==> src/rtl/fft_pkg.sv <==
// fft_pkg: shared FSM states, default widths and the
// rounding/saturation helper used by the DFT datapath.
package fft_pkg;

  localparam int DW_DEF = 16;
  localparam int AW_DEF = 12;
  localparam int TW_DEF = 16;

  typedef enum logic [2:0] {
    S_IDLE,
    S_MAC,
    S_FLUSH,
    S_OUT,
    S_DONE
  } state_e;

  // Round half-up at bit frac, then clamp to an ow-bit signed range.
  function automatic logic signed [63:0] round_sat(
    input logic signed [63:0] acc,
    input int                 frac,
    input int                 ow
  );
    logic signed [63:0] r;
    logic signed [63:0] hi;
    logic signed [63:0] lo;
    r  = (acc + (64'sd1 <<< (frac - 1))) >>> frac;
    hi = (64'sd1 <<< (ow - 1)) - 64'sd1;
    lo = -(64'sd1 <<< (ow - 1));
    if (r > hi) begin
      r = hi;
    end else if (r < lo) begin
      r = lo;
    end
    return r;
  endfunction

endpackage

==> src/rtl/dft_mac_engine_cmplx_mac.sv <==
// cmplx_mac: complex multiply feeding a registered accumulator.
// o_sum_* is the next accumulator value when enabled.
module cmplx_mac #(
  parameter int DW    = 16,
  parameter int TW    = 16,
  parameter int ACC_W = 45
) (
  input  logic                    clk,
  input  logic                    rst_n,
  input  logic                    i_clr,
  input  logic                    i_en,
  input  logic signed [DW-1:0]    i_x_re,
  input  logic signed [DW-1:0]    i_x_im,
  input  logic signed [TW-1:0]    i_w_re,
  input  logic signed [TW-1:0]    i_w_im,
  output logic signed [ACC_W-1:0] o_sum_re,
  output logic signed [ACC_W-1:0] o_sum_im
);

  localparam int MW = DW + TW;
  localparam int PW = MW + 1;

  logic signed [MW-1:0]    m_rr;
  logic signed [MW-1:0]    m_ii;
  logic signed [MW-1:0]    m_ri;
  logic signed [MW-1:0]    m_ir;
  logic signed [PW-1:0]    p_re;
  logic signed [PW-1:0]    p_im;
  logic signed [ACC_W-1:0] acc_re_q;
  logic signed [ACC_W-1:0] acc_re_d;
  logic signed [ACC_W-1:0] acc_im_q;
  logic signed [ACC_W-1:0] acc_im_d;

  always_comb begin
    m_rr = MW'(i_x_re) * MW'(i_w_re);
    m_ii = MW'(i_x_im) * MW'(i_w_im);
    m_ri = MW'(i_x_re) * MW'(i_w_im);
    m_ir = MW'(i_x_im) * MW'(i_w_re);
    p_re = PW'(m_rr) - PW'(m_ii);
    p_im = PW'(m_ri) + PW'(m_ir);
  end

  assign o_sum_re = acc_re_q + ACC_W'(p_re);
  assign o_sum_im = acc_im_q + ACC_W'(p_im);

  always_comb begin
    acc_re_d = acc_re_q;
    acc_im_d = acc_im_q;
    if (i_clr) begin
      acc_re_d = '0;
      acc_im_d = '0;
    end else if (i_en) begin
      acc_re_d = o_sum_re;
      acc_im_d = o_sum_im;
    end
  end

  always_ff @(posedge clk) begin
    if (!rst_n) begin
      acc_re_q <= '0;
      acc_im_q <= '0;
    end else begin
      acc_re_q <= acc_re_d;
      acc_im_q <= acc_im_d;
    end
  end

endmodule

==> src/rtl/dft_mac_engine.sv <==
// dft_mac_engine: direct DFT, one bin at a time, streaming
// samples/twiddles from 1-cycle-latency memories.
module dft_mac_engine
  import fft_pkg::*;
#(
  parameter int DW = DW_DEF,
  parameter int AW = AW_DEF,
  parameter int TW = TW_DEF
) (
  input  logic                 clk,
  input  logic                 n_Reset,
  input  logic                 i_start,
  input  logic [AW-1:0]        i_n_samples,
  output logic [AW-1:0]        o_smp_addr,
  input  logic signed [DW-1:0] i_smp_re,
  input  logic signed [DW-1:0] i_smp_im,
  output logic [AW-1:0]        o_tw_addr,
  input  logic signed [TW-1:0] i_tw_re,
  input  logic signed [TW-1:0] i_tw_im,
  output logic                 o_bin_valid,
  input  logic                 i_bin_ready,
  output logic signed [DW-1:0] o_bin_re,
  output logic signed [DW-1:0] o_bin_im,
  output logic [AW-1:0]        o_bin_idx,
  output logic                 o_busy,
  output logic                 o_done,
  output logic                 o_err
);

  localparam int ACC_W = DW + TW + AW + 1;

  state_e state_q, state_d;

  logic [AW-1:0] k_q, k_d;
  logic [AW-1:0] n_q, n_d;
  logic [AW-1:0] tw_q, tw_d;
  logic [AW-1:0] len_q, len_d;
  logic          v_q, v_d;
  logic          err_q, err_d;
  logic signed [DW-1:0] re_q, re_d;
  logic signed [DW-1:0] im_q, im_d;

  logic [AW:0]             tw_sum;
  logic                    mac_clr;
  logic signed [ACC_W-1:0] sum_re;
  logic signed [ACC_W-1:0] sum_im;

  // v_q marks a cycle whose memory data belongs to the current bin.
  cmplx_mac #(
    .DW   (DW),
    .TW   (TW),
    .ACC_W(ACC_W)
  ) u_mac (
    .clk     (clk),
    .rst_n   (n_Reset),
    .i_clr   (mac_clr),
    .i_en    (v_q),
    .i_x_re  (i_smp_re),
    .i_x_im  (i_smp_im),
    .i_w_re  (i_tw_re),
    .i_w_im  (i_tw_im),
    .o_sum_re(sum_re),
    .o_sum_im(sum_im)
  );

  always_comb begin
    state_d = state_q;
    k_d     = k_q;
    n_d     = n_q;
    tw_d    = tw_q;
    len_d   = len_q;
    v_d     = 1'b0;
    err_d   = 1'b0;
    re_d    = re_q;
    im_d    = im_q;
    mac_clr = 1'b0;
    tw_sum  = {1'b0, tw_q} + {1'b0, k_q};
    unique case (state_q)
      S_IDLE: begin
        if (i_start) begin
          if (i_n_samples == '0) begin
            err_d = 1'b1;
          end else begin
            state_d = S_MAC;
            len_d   = i_n_samples;
            k_d     = '0;
            n_d     = '0;
            tw_d    = '0;
          end
        end
      end
      S_MAC: begin
        mac_clr = (n_q == '0);
        v_d     = 1'b1;
        if (n_q == len_q - AW'(1)) begin
          state_d = S_FLUSH;
          n_d     = '0;
          tw_d    = '0;
        end else begin
          n_d  = n_q + AW'(1);
          tw_d = AW'((tw_sum >= {1'b0, len_q}) ?
                     tw_sum - {1'b0, len_q} : tw_sum);
        end
      end
      S_FLUSH: begin
        re_d    = DW'(round_sat(64'(sum_re), TW - 1, DW));
        im_d    = DW'(round_sat(64'(sum_im), TW - 1, DW));
        state_d = S_OUT;
      end
      S_OUT: begin
        if (i_bin_ready) begin
          if (k_q == len_q - AW'(1)) begin
            state_d = S_DONE;
          end else begin
            k_d     = k_q + AW'(1);
            state_d = S_MAC;
          end
        end
      end
      S_DONE: begin
        state_d = S_IDLE;
      end
      default: begin
        state_d = S_IDLE;
      end
    endcase
  end

  always_ff @(posedge clk) begin
    if (!n_Reset) begin
      state_q <= S_IDLE;
      k_q     <= '0;
      n_q     <= '0;
      tw_q    <= '0;
      len_q   <= '0;
      v_q     <= 1'b0;
      err_q   <= 1'b0;
      re_q    <= '0;
      im_q    <= '0;
    end else begin
      state_q <= state_d;
      k_q     <= k_d;
      n_q     <= n_d;
      tw_q    <= tw_d;
      len_q   <= len_d;
      v_q     <= v_d;
      err_q   <= err_d;
      re_q    <= re_d;
      im_q    <= im_d;
    end
  end

  assign o_smp_addr  = (state_q == S_MAC) ? n_q : '0;
  assign o_tw_addr   = (state_q == S_MAC) ? tw_q : '0;
  assign o_bin_valid = (state_q == S_OUT);
  assign o_bin_idx   = o_bin_valid ? k_q : '0;
  assign o_bin_re    = re_q;
  assign o_bin_im    = im_q;
  assign o_busy      = (state_q != S_IDLE);
  assign o_done      = (state_q == S_DONE);
  assign o_err       = err_q;

endmodule
==> config.mk <==
export PLATFORM = sky130hd
export DESIGN_NAME = dft_mac_engine
export DESIGN_NICKNAME = d
export VERILOG_FILES = /design/src/rtl/fft_pkg.sv /design/src/rtl/dft_mac_engine_cmplx_mac.sv /design/src/rtl/dft_mac_engine.sv
export SDC_FILE = /design/constraint.sdc
export NUM_CORES = 2
export LEC_CHECK = 0
export BUFFER_PORTS_ARGS = -buffer_cell sky130_fd_sc_hd__buf_2
export CAP_MARGIN = 15
export CORE_ASPECT_RATIO = 0.8
export CORE_MARGIN = 5
export CORE_UTILIZATION = 70
export DETAILED_ROUTE_END_ITERATION = 10
export PLACE_DENSITY = 0.95
export SLEW_MARGIN = 20
export SYNTH_ARGS = -nofsm -noshare
export SYNTH_HDL_FRONTEND = slang
export SYNTH_SLANG_ARGS = --single-unit
export TNS_END_PERCENT = 5
==> constraint.sdc <==
create_clock -name clk -period 25.8 [get_ports clk]
set_clock_uncertainty 0.2 [all_clocks]
set_input_delay 2.58 -clock clk [delete_from_list [all_inputs] [get_ports clk]]
set_output_delay 2.58 -clock clk [all_outputs]
set_load 0.05 [all_outputs]
==> flow_metrics.py <==
metrics = {
    "global_route": {
        "grtUsageTotal_pct": 39.2,
        "grt_max_degree": 51,
        "antenna_found_initial": 22,
        "grt_pass1_vias": 54100,
        "grt_first_pass_wirelength_um": 279000,
        "overflow": 0,
    },
    "logic_synthesis": {
        "synthFlopType": "dfxtp_1",
        "yosysWarnings": 0,
        "post-synth-top-count-cell": "inv_1",
        "syn_nets": 8479,
        "netlist-cell-type-count": 96,
        "yosysTopAreaCell": "fa_1",
        "ys_seq_area_share_pct": 5.83,
        "synth_edf_count": 0,
        "synth-async-reset-ratio_pct": 0,
        "netlist_instances": 6548,
        "yosys-top-cells-area": "fa_1 (49%), inv_1 (10%), ha_1 (8.0%)",
        "synth_common_cells": "inv_1 (1644), fa_1 (1468), nand2_1 (671)",
        "synth_area_um2": 60100,
        "synth.ff_latch_count": 175,
        "synth_top_area_share_pct": 48.9,
        "syn_area_per_cell_um2": 9.18,
    },
    "placement": {
        "place.gp.congestion": 0.939,
        "hpwl_um": 131000,
        "dp.cells": 7566,
        "io_buffers": 151,
    },
    "sta": {
        "slew_headroom_pct": 30.1,
        "period_needed_ns": 13.88,
        "slew_violations": 0,
        "fin_tns_setup_ns": 0,
        "grt_setup_unrepaired": "false",
        "finalHoldViolations": 0,
        "worst-slew-pin-transition_ns": 1.05,
        "post-route-period-util_pct": 53.8,
        "setup_viol": 0,
        "max_freq_ghz": 0.0721,
    },
    "routing": {
        "drtIter0Drc": 5520,
        "drc": 0,
        "vias_per_cell": 6.21,
        "drtAntennaViolNets": 0,
        "first_pass_iters": 9,
        "routedWlPerCell_um": 22.7,
        "routed_wl_um": 173000,
        "vias": 47300,
    },
    "final_layout": {
        "final_util_pct": 72.6,
        "final_nets": 8389,
        "fill_cells": 5347,
        "drive_gt1_share_pct": 4.56,
        "ff_latch_area_um2": 3510,
        "stdcell_count": 7617,
        "area_delta_synth_final_pct": 3.29,
        "multi_input_area_um2": 49400,
    },
    "worst_setup_path": {
        "critPathKind": "primary input to flop",
        "crit_required_ns": 26.07,
        "cp.arrival_ns": 14.14,
        "crit_path_max_incr_delay_ns": 0.87,
        "crit_fanout": 32,
        "worstSetupStartpointType": "primary input",
        "path_common_cell": "fa_1",
        "cp_slowest_cell": "a211oi_1",
        "end_kind": "flop",
        "r2r_slack_ns": 15.44,
    },
    "floorplanning": {
        "fp.dieW_um": 338,
        "placementRows": 96,
        "initial_utilization_pct": 70.3,
        "io_pins": 152,
        "die_h_um": 272,
        "core_area_um2": 85500,
        "die_area_um2": 91900,
    },
    "clock_network": {
        "clock-sinks": 175,
        "ctsRootBufferMaster": "clkbuf_16",
        "cts_made_buffers": 17,
        "htree_levels": 4,
        "hold_buffers": 0,
        "cts_setup_buffers": 0,
        "path_clk_slew_ns": 0.09,
        "clock_latency_ns": 0.59,
        "clockBufferDepth": 2,
        "cts_tree": "yes",
        "postCtsResizedCells": 0,
    },
    "hold_path": {
        "min_path_type": "flop to flop",
    },
    "status": {
        "status": "finished, final reports clean",
    },
    "flow_run": {
        "max-cap-violations": 0,
    },
}
critical path, delay by kind of cell:
family / cells / cell delay, ns
xor+xnor: 1 / 0.30
compound gates: 6 / 2.46
simple gates: 6 / 2.47
mux: 1 / 0.40
fa+ha+maj: 9 / 4.21
buf+inv: 7 / 1.71
metal layers:
layer  track usage [%]  up-vias  wire (um)
met5             0.904        -        202
met4              26.6       16      14100
met3              13.9     1203      22900
met2              59.9     3606      78500
met1              46.9    23200      57000
li1                  -    19300          -
cells in the final DEF, fill, tap and decap left out, types with 7 or more instances in the layout:
cell type | netlist | routed
inv_1 | 1644 | 1643
fa_1 | 1468 | 1467
nand2_1 | 671 | 670
and2_1 | 491 | 491
ha_1 | 383 | 383
nor2_1 | 270 | 270
dfxtp_1 | 175 | 174
buf_2 | 23 | 151
a21oi_1 | 140 | 139
xnor2_1 | 120 | 120
o21ai_0 | 100 | 100
mux2i_1 | 96 | 96
xor2_1 | 70 | 70
nor3_1 | 51 | 50
nand2b_1 | 50 | 50
nand4_1 | 47 | 47
nand3_1 | 46 | 46
a21o_1 | 35 | 35
o211ai_1 | 27 | 27
and3_1 | 26 | 26
nor4_1 | 25 | 25
buf_4 | 0 | 23
a211oi_1 | 21 | 21
diode_2 | 0 | 19
o21bai_1 | 17 | 17
clkbuf_16 | 0 | 17
or3_1 | 16 | 16
o21a_1 | 16 | 16
and4_1 | 15 | 15
a31oi_1 | 15 | 15
o32ai_1 | 14 | 14
o21ai_1 | 14 | 13
nor2b_1 | 12 | 12
a21oi_2 | 11 | 12
nand2_2 | 11 | 11
o31ai_1 | 9 | 9
a31o_2 | 8 | 8
mux2_2 | 7 | 7
registers in the layout, indices dropped and copies added (netlist names):
| signal | flops |
|---|---|
| k_q | 12 |
| state_q | 3 |
| u_mac.acc_re_q | 45 |
| v_q | 1 |
| u_mac.acc_im_q | 45 |
| o_err | 1 |
| tw_q | 12 |
| len_q | 12 |
| o_bin_im | 16 |
| o_bin_re | 16 |
| n_q | 12 |
cells by family after synthesis:
| logic type | after synthesis | synth area share [%] |
|---|---|---|
| fa+ha+maj | 1851 | 56.9 |
| flops | 175 | 5.83 |
| simple gates | 1781 | 14.7 |
| mux | 103 | 1.73 |
| xor+xnor | 190 | 2.77 |
| compound gates | 520 | 5.98 |
| buf+inv | 1928 | 12.1 |
area by class of cell:
class / instances / share of cell area (%)
tap: 1127 / 2.27
multi-input combinational: 4445 / 79.5
clock buffer: 17 / 0.685
timing repair buffer: 174 / 1.50
sequential: 175 / 5.65
clock inverter: 15 / 0.359
antenna: 19 / 0.0766
inverter: 1645 / 9.94
through the flow:
stage / setup WS (ns) / instance area [um^2] / hold slack [ns]
after global placement: 11.85 / 61400 / 0.240
after detailed placement: 11.16 / 61400 / 0.243
final: 11.92 / 62100 / 0.253
after CTS: 11.70 / 62000 / 0.254
after global routing: 11.38 / 62100 / 0.272
after floorplan: 13.35 / 60100 / 0.243
final timing paths:
check                                       start                   endpoint  depth (start not counted)
setup / recovery                       i_tw_im[1]   o_bin_re[4]$_SDFFE_PN0P_                         30
hold / removal          o_bin_im[15]$_SDFFE_PN0P_  o_bin_im[15]$_SDFFE_PN0P_                          2
setup reg to reg  u_mac.acc_im_q[12]$_SDFFE_PP0P_  o_bin_im[14]$_SDFFE_PN0P_                         27
hold reg to reg         o_bin_im[15]$_SDFFE_PN0P_  o_bin_im[15]$_SDFFE_PN0P_                          2
Power is left out: the tool's default activity adds up to more than one toggle a clock period on the data nets, which glitch-free logic cannot reach.
